$ cat config.mk
export PLATFORM = sky130hd
export DESIGN_NAME = motion_mask
export DESIGN_NICKNAME = d
export VERILOG_FILES = /design/src/rtl/motion_detect_pkg.sv /design/src/rtl/abs_diff_thresh.sv /design/src/rtl/motion_mask.sv
export SDC_FILE = /design/constraint.sdc
export NUM_CORES = 1
export LEC_CHECK = 0
export ABC_AREA = 1
export CAP_MARGIN = 20
export CELL_PAD_IN_SITES_DETAIL_PLACEMENT = 0
export CELL_PAD_IN_SITES_GLOBAL_PLACEMENT = 1
export CORE_ASPECT_RATIO = 0.5
export CORE_MARGIN = 2
export CORE_UTILIZATION = 33
export CTS_CLUSTER_DIAMETER = 120
export DETAILED_ROUTE_END_ITERATION = 10
export PLACE_DENSITY_LB_ADDON = 0.1
export SLEW_MARGIN = 10
export SYNTH_ARGS = -nofsm -noshare
export SYNTH_HDL_FRONTEND = slang
export SYNTH_SLANG_ARGS = --single-unit
$ cat constraint.sdc
create_clock -name clock -period 2.1 [get_ports clock]
set_input_delay 0.315 -clock clock [delete_from_list [all_inputs] [get_ports clock]]
set_output_delay 0.315 -clock clock [all_outputs]
set_load 0.02 [all_outputs]
$ cat src/rtl/motion_detect_pkg.sv
// Shared constants and FSM state type for the motion-mask pipeline.
package motion_detect_pkg;

  localparam int unsigned DEFAULT_WIDTH     = 768;
  localparam int unsigned DEFAULT_HEIGHT    = 576;
  localparam logic [7:0]  DEFAULT_THRESHOLD = 8'd50;

  localparam logic [7:0] MASK_ON  = 8'hFF;
  localparam logic [7:0] MASK_OFF = 8'h00;

  typedef enum logic {
    S_READ  = 1'b0,
    S_WRITE = 1'b1
  } state_e;

endpackage

$ cat src/rtl/abs_diff_thresh.sv
// Absolute grayscale difference compared against a threshold; purely combinational.
module abs_diff_thresh
  import motion_detect_pkg::*;
(
  input  logic [7:0] a,
  input  logic [7:0] b,
  input  logic [7:0] threshold,
  output logic [7:0] mask
);

  logic [8:0] diff_wide;
  logic [7:0] diff;

  always_comb begin
    diff_wide = {1'b0, a} - {1'b0, b};
    // Bit 8 is the borrow: when set, the low byte holds 256 - |a - b|.
    diff      = diff_wide[8] ? (8'd0 - diff_wide[7:0]) : diff_wide[7:0];
    mask      = (diff > threshold) ? MASK_ON : MASK_OFF;
  end

endmodule

$ cat src/rtl/motion_mask.sv
// Pops paired background/frame pixels, writes a binary motion mask, flags end of frame.
module motion_mask
  import motion_detect_pkg::*;
#(
  parameter int unsigned WIDTH     = DEFAULT_WIDTH,
  parameter int unsigned HEIGHT    = DEFAULT_HEIGHT,
  parameter logic [7:0]  THRESHOLD = DEFAULT_THRESHOLD
) (
  input  logic       clock,
  input  logic       reset,
  input  logic       bg_empty,
  input  logic [7:0] bg_dout,
  output logic       bg_re,
  input  logic       frame_empty,
  input  logic [7:0] frame_dout,
  output logic       frame_re,
  input  logic       mask_full,
  output logic       mask_we,
  output logic [7:0] mask_din,
  output logic       frame_done
);

  localparam int unsigned NumPix  = WIDTH * HEIGHT;
  localparam int unsigned CntW    = (NumPix > 1) ? $clog2(NumPix) : 1;
  localparam logic [CntW-1:0] LastPix = CntW'(NumPix - 1);

  state_e          state_q, state_d;
  logic [7:0]      mask_q, mask_d, mask_new;
  logic [CntW-1:0] cnt_q, cnt_d;
  logic            pop;

  abs_diff_thresh u_abs_diff_thresh (
    .a        (frame_dout),
    .b        (bg_dout),
    .threshold(THRESHOLD),
    .mask     (mask_new)
  );

  always_comb begin
    // A single pop strobe keeps the two input FIFOs in lockstep.
    pop        = (state_q == S_READ) && !bg_empty && !frame_empty;
    bg_re      = pop;
    frame_re   = pop;
    mask_we    = (state_q == S_WRITE) && !mask_full;
    mask_din   = mask_q;
    frame_done = mask_we && (cnt_q == LastPix);

    state_d = state_q;
    mask_d  = mask_q;
    cnt_d   = cnt_q;
    if (pop) begin
      state_d = S_WRITE;
      mask_d  = mask_new;
    end
    if (mask_we) begin
      state_d = S_READ;
      cnt_d   = (cnt_q == LastPix) ? '0 : cnt_q + 1'b1;
    end
  end

  always_ff @(posedge clock) begin
    if (!reset) begin
      state_q <= S_READ;
      mask_q  <= MASK_OFF;
      cnt_q   <= '0;
    end else begin
      state_q <= state_d;
      mask_q  <= mask_d;
      cnt_q   <= cnt_d;
    end
  end

endmodule

==> metrics.md <==
| Metric | Value |
|---|---|
| Register share of total power | `between 30 and 40%` |
| Worst-Margin Slew | `between 0.3 and 0.4 ns` |
| Port-buffer cells | `32` |
| Fmax | `around 490 MHz` |
| Clk slew on worst S/H paths | `0.07 ns` |
| Final nets | `357` |
| CP arrival | `~1.7 ns` |
| CTS tree | `done` |
| Seq/Total Area, Yosys | `between 20% and 30%` |
| Hold Crit Start | `cnt_q[1]` |
| Combinational power share | `between 40% and 50%` |
| Syn Inst Count | `254` |
| CP required | `approximately 1.8 ns` |
| Ys Warns | `0` |
| Post-Place Setup Slack | `-0.489 ns` |
| Pint | `approximately 0.00077 W` |
| Worst Hold Class | `register to register` |
| Critical Path Fanout Max | `5` |
| Switching share of total power | `about a third` |
| Antenna fix cells | `0` |
| CP Launch Type | `primary input` |
| Hold WS | `roughly 0.50 ns` |
| Die H | `approximately 55 um` |
| Max cap viols | `0` |
| Area grow syn2layout | `47.2%` |
| Cts bufs inserted | `3` |
| Sink Count | `21` |
| PwrDens | `approximately 440 nW/um2` |
| H-tree levels | `1` |
| Synth async-reset ratio | `0%` |
| DIE AREA | `~5900 um2` |
| Die Wd | `around 110 um` |
| Crit end category | `primary output` |
| Global-route wire length before repair | `between 6 and 7 mm` |
| Dominant synthesized flop cell | `dfxtp_1` |
| Worst skew pair latency | `between 0.2 and 0.3 ns` |
| Via-to-Cell Ratio | `4.52` |
| Final setup fails | `0` |
| Flip-flop and latch area | `approximately 420 um2` |
| Initial cell density of the core | `a little over a third` |
| Peak supply drop | `between 0.15 and 0.2 mV` |
| Avg Inst Size Synth | `between 6 and 7 um2` |
| Outcome | `completed` |
| Final worst path period share | `a little over nine tenths` |
| Setup slack after layout | `between 0.06 and 0.07 ns` |
| Initial DRT Pass Iterations | `4` |
| HPWL after detailed placement | `about 3.1 mm` |
| Crit path from | `mask_full` |
| DRC Markers | `0` |
| Synth unique cells | `34` |
| DR WL/cell | `approximately 10 um` |
| Largest net degree at the start of global routing | `13` |
| Share of cells above drive strength 1 | `31.0%` |
| Tmin final | `slightly above 2 ns` |
| DR vias | `between 1,500 and 2,000` |
| CTS root buf | `clkbuf_8` |
| Clk pwr share | `23.8%` |
| CORE AREA | `~5000 um2` |
| # IOs | `33` |
| Fin. max-slew vios | `0` |
| EDFF count, synth | `0` |
| Synthesized Nets | `around 290` |
| Yosys reg bits | `21` |
| Num rows | `18` |
| Total Routing Usage GR | `approximately 14%` |
| Endpoints failing hold | `0` |
| Most common cell after layout, fill and taps aside | `nand2_1` |
| Gpl congestion | `0.816` |
| Grt ovf | `0` |
| Multi-input combinational cell area | `1230 um2` |
| CTS Hold Bufs | `0` |
| Initial DRC count | `40` |
| Initial antenna violation count | `0` |
| Worst R2R Start | `state_q` |
| Final WL | `slightly above 4 mm` |
| Synthesized area | `1740 um2` |
| RSZ-0062 raised after global routing | `yes` |
| Layout fillers | `509` |
| Post-route antenna net violation count | `0` |
| Rel. slew slack | `around four fifths` |
| Leak pwr | `around 1.2 nW` |
| NetSw | `roughly 0.00037 W` |
| Most frequent cells in the layout | `nand2_1 (55), buf_4 (40), clkdlybuf4s50_1 (27)` |
| Max clock buf depth | `2` |
| Critical path class | `primary input to primary output` |
| Vias in the first global route | `1,671` |
| Clock skew | `0.00922 ns` |
==> metal layers <==
metal  up-vias  global-route usage (%)  wire (um)
met5         -                       0          0
met4         0                    2.78         30
met3         2                    2.60        131
met2        26                    25.4       2040
met1       796                    17.6       1870
li1        951                       -          -
==> timing repair <==
| item | CTS | global route |
|---|---|---|
| buffers inserted | 2 | 3 |
| pin swaps | 8 | 19 |
| gates resized for setup | 18 | 27 |
| gates cloned | 0 | 0 |
| setup endpoints to repair | 2 | 2 |
==> critical path, stage by stage <==
cell	delay, ns
clkdlybuf4s50_1	0.49
nor2_8	0.15
buf_4	0.15
clkdlybuf4s50_1	0.61
==> cell usage after synthesis (all sizes together), types with 4 or more instances <==
| library cell | instances | share of area [%] |
|---|---|---|
| ha | 11 | 7.9 |
| a21oi | 11 | 3.2 |
| inv | 38 | 8.3 |
| nor2 | 37 | 12 |
| xor2 | 8 | 4.0 |
| dfxtp | 21 | 24 |
| nand3b | 4 | 1.7 |
| buf | 8 | 3.4 |
| nand3 | 19 | 6.5 |
| nor3 | 7 | 2.9 |
| nand4 | 12 | 5.5 |
| o21ai | 5 | 1.4 |
| nand2 | 62 | 14 |
==> cell type report <==
cell class                 count  share of cell area, %
multi-input combinational    186                   48.2
clock buffer                   3                   1.61
tap                           70                   3.42
sequential                    21                   16.4
clock inverter                 1                  0.195
inverter                      39                   5.91
timing repair buffer          73                   24.3
==> metrics by stage <==
stage	cell area [um2]	total power, W	util (%)	cells	setup TNS, ns
6_report	2560	0.00114	51.3	393	0
5_1_grt	2560	0.00123	51.3	393	-0.0199
4_1_cts	2450	0.00110	49.0	390	0
3_5_place_dp	2360	0.000806	47.2	384	-0.862
3_3_place_gp	2360	0.000803	47.2	384	-0.818
2_1_floorplan	1740	0.000649	-	254	0
==> registers in the layout, indices dropped and copies added (netlist names) <==
signal / flops
cnt_q: 19
mask_din: 1
state_q: 1
==> logic make-up (layout without fill, tap and decap cells) <==
logic type	count (synthesis)	count (layout)	share of synthesized area, %
simple gates	142	142	42.5
buf+inv	47	116	12.0
xor+xnor	11	11	5.53
flops	21	21	24.1
compound gates	21	21	6.75
fa+ha+maj	12	12	9.05
==> path summary, 6_finish.rpt <==
path | slack [ns] | cells after the start | to
worst min-delay path | 0.50 | 2 | cnt_q[1]
worst max-delay path | 0.06 | 4 | mask_we
worst max register to register | 0.36 | 12 | cnt_q[17]
worst min register to register | 0.50 | 2 | cnt_q[1]
==> power groups by stage <==
stage                     clock network [W]  logic, W  registers (W)
after floorplan                           0  0.000231       0.000418
after detailed placement                  0  0.000389       0.000417
after CTS                          0.000285  0.000407       0.000408
final                              0.000271  0.000460       0.000408
after global placement                    0  0.000386       0.000417
after global routing               0.000305  0.000512       0.000409
Power figures use the tool's default switching activity.
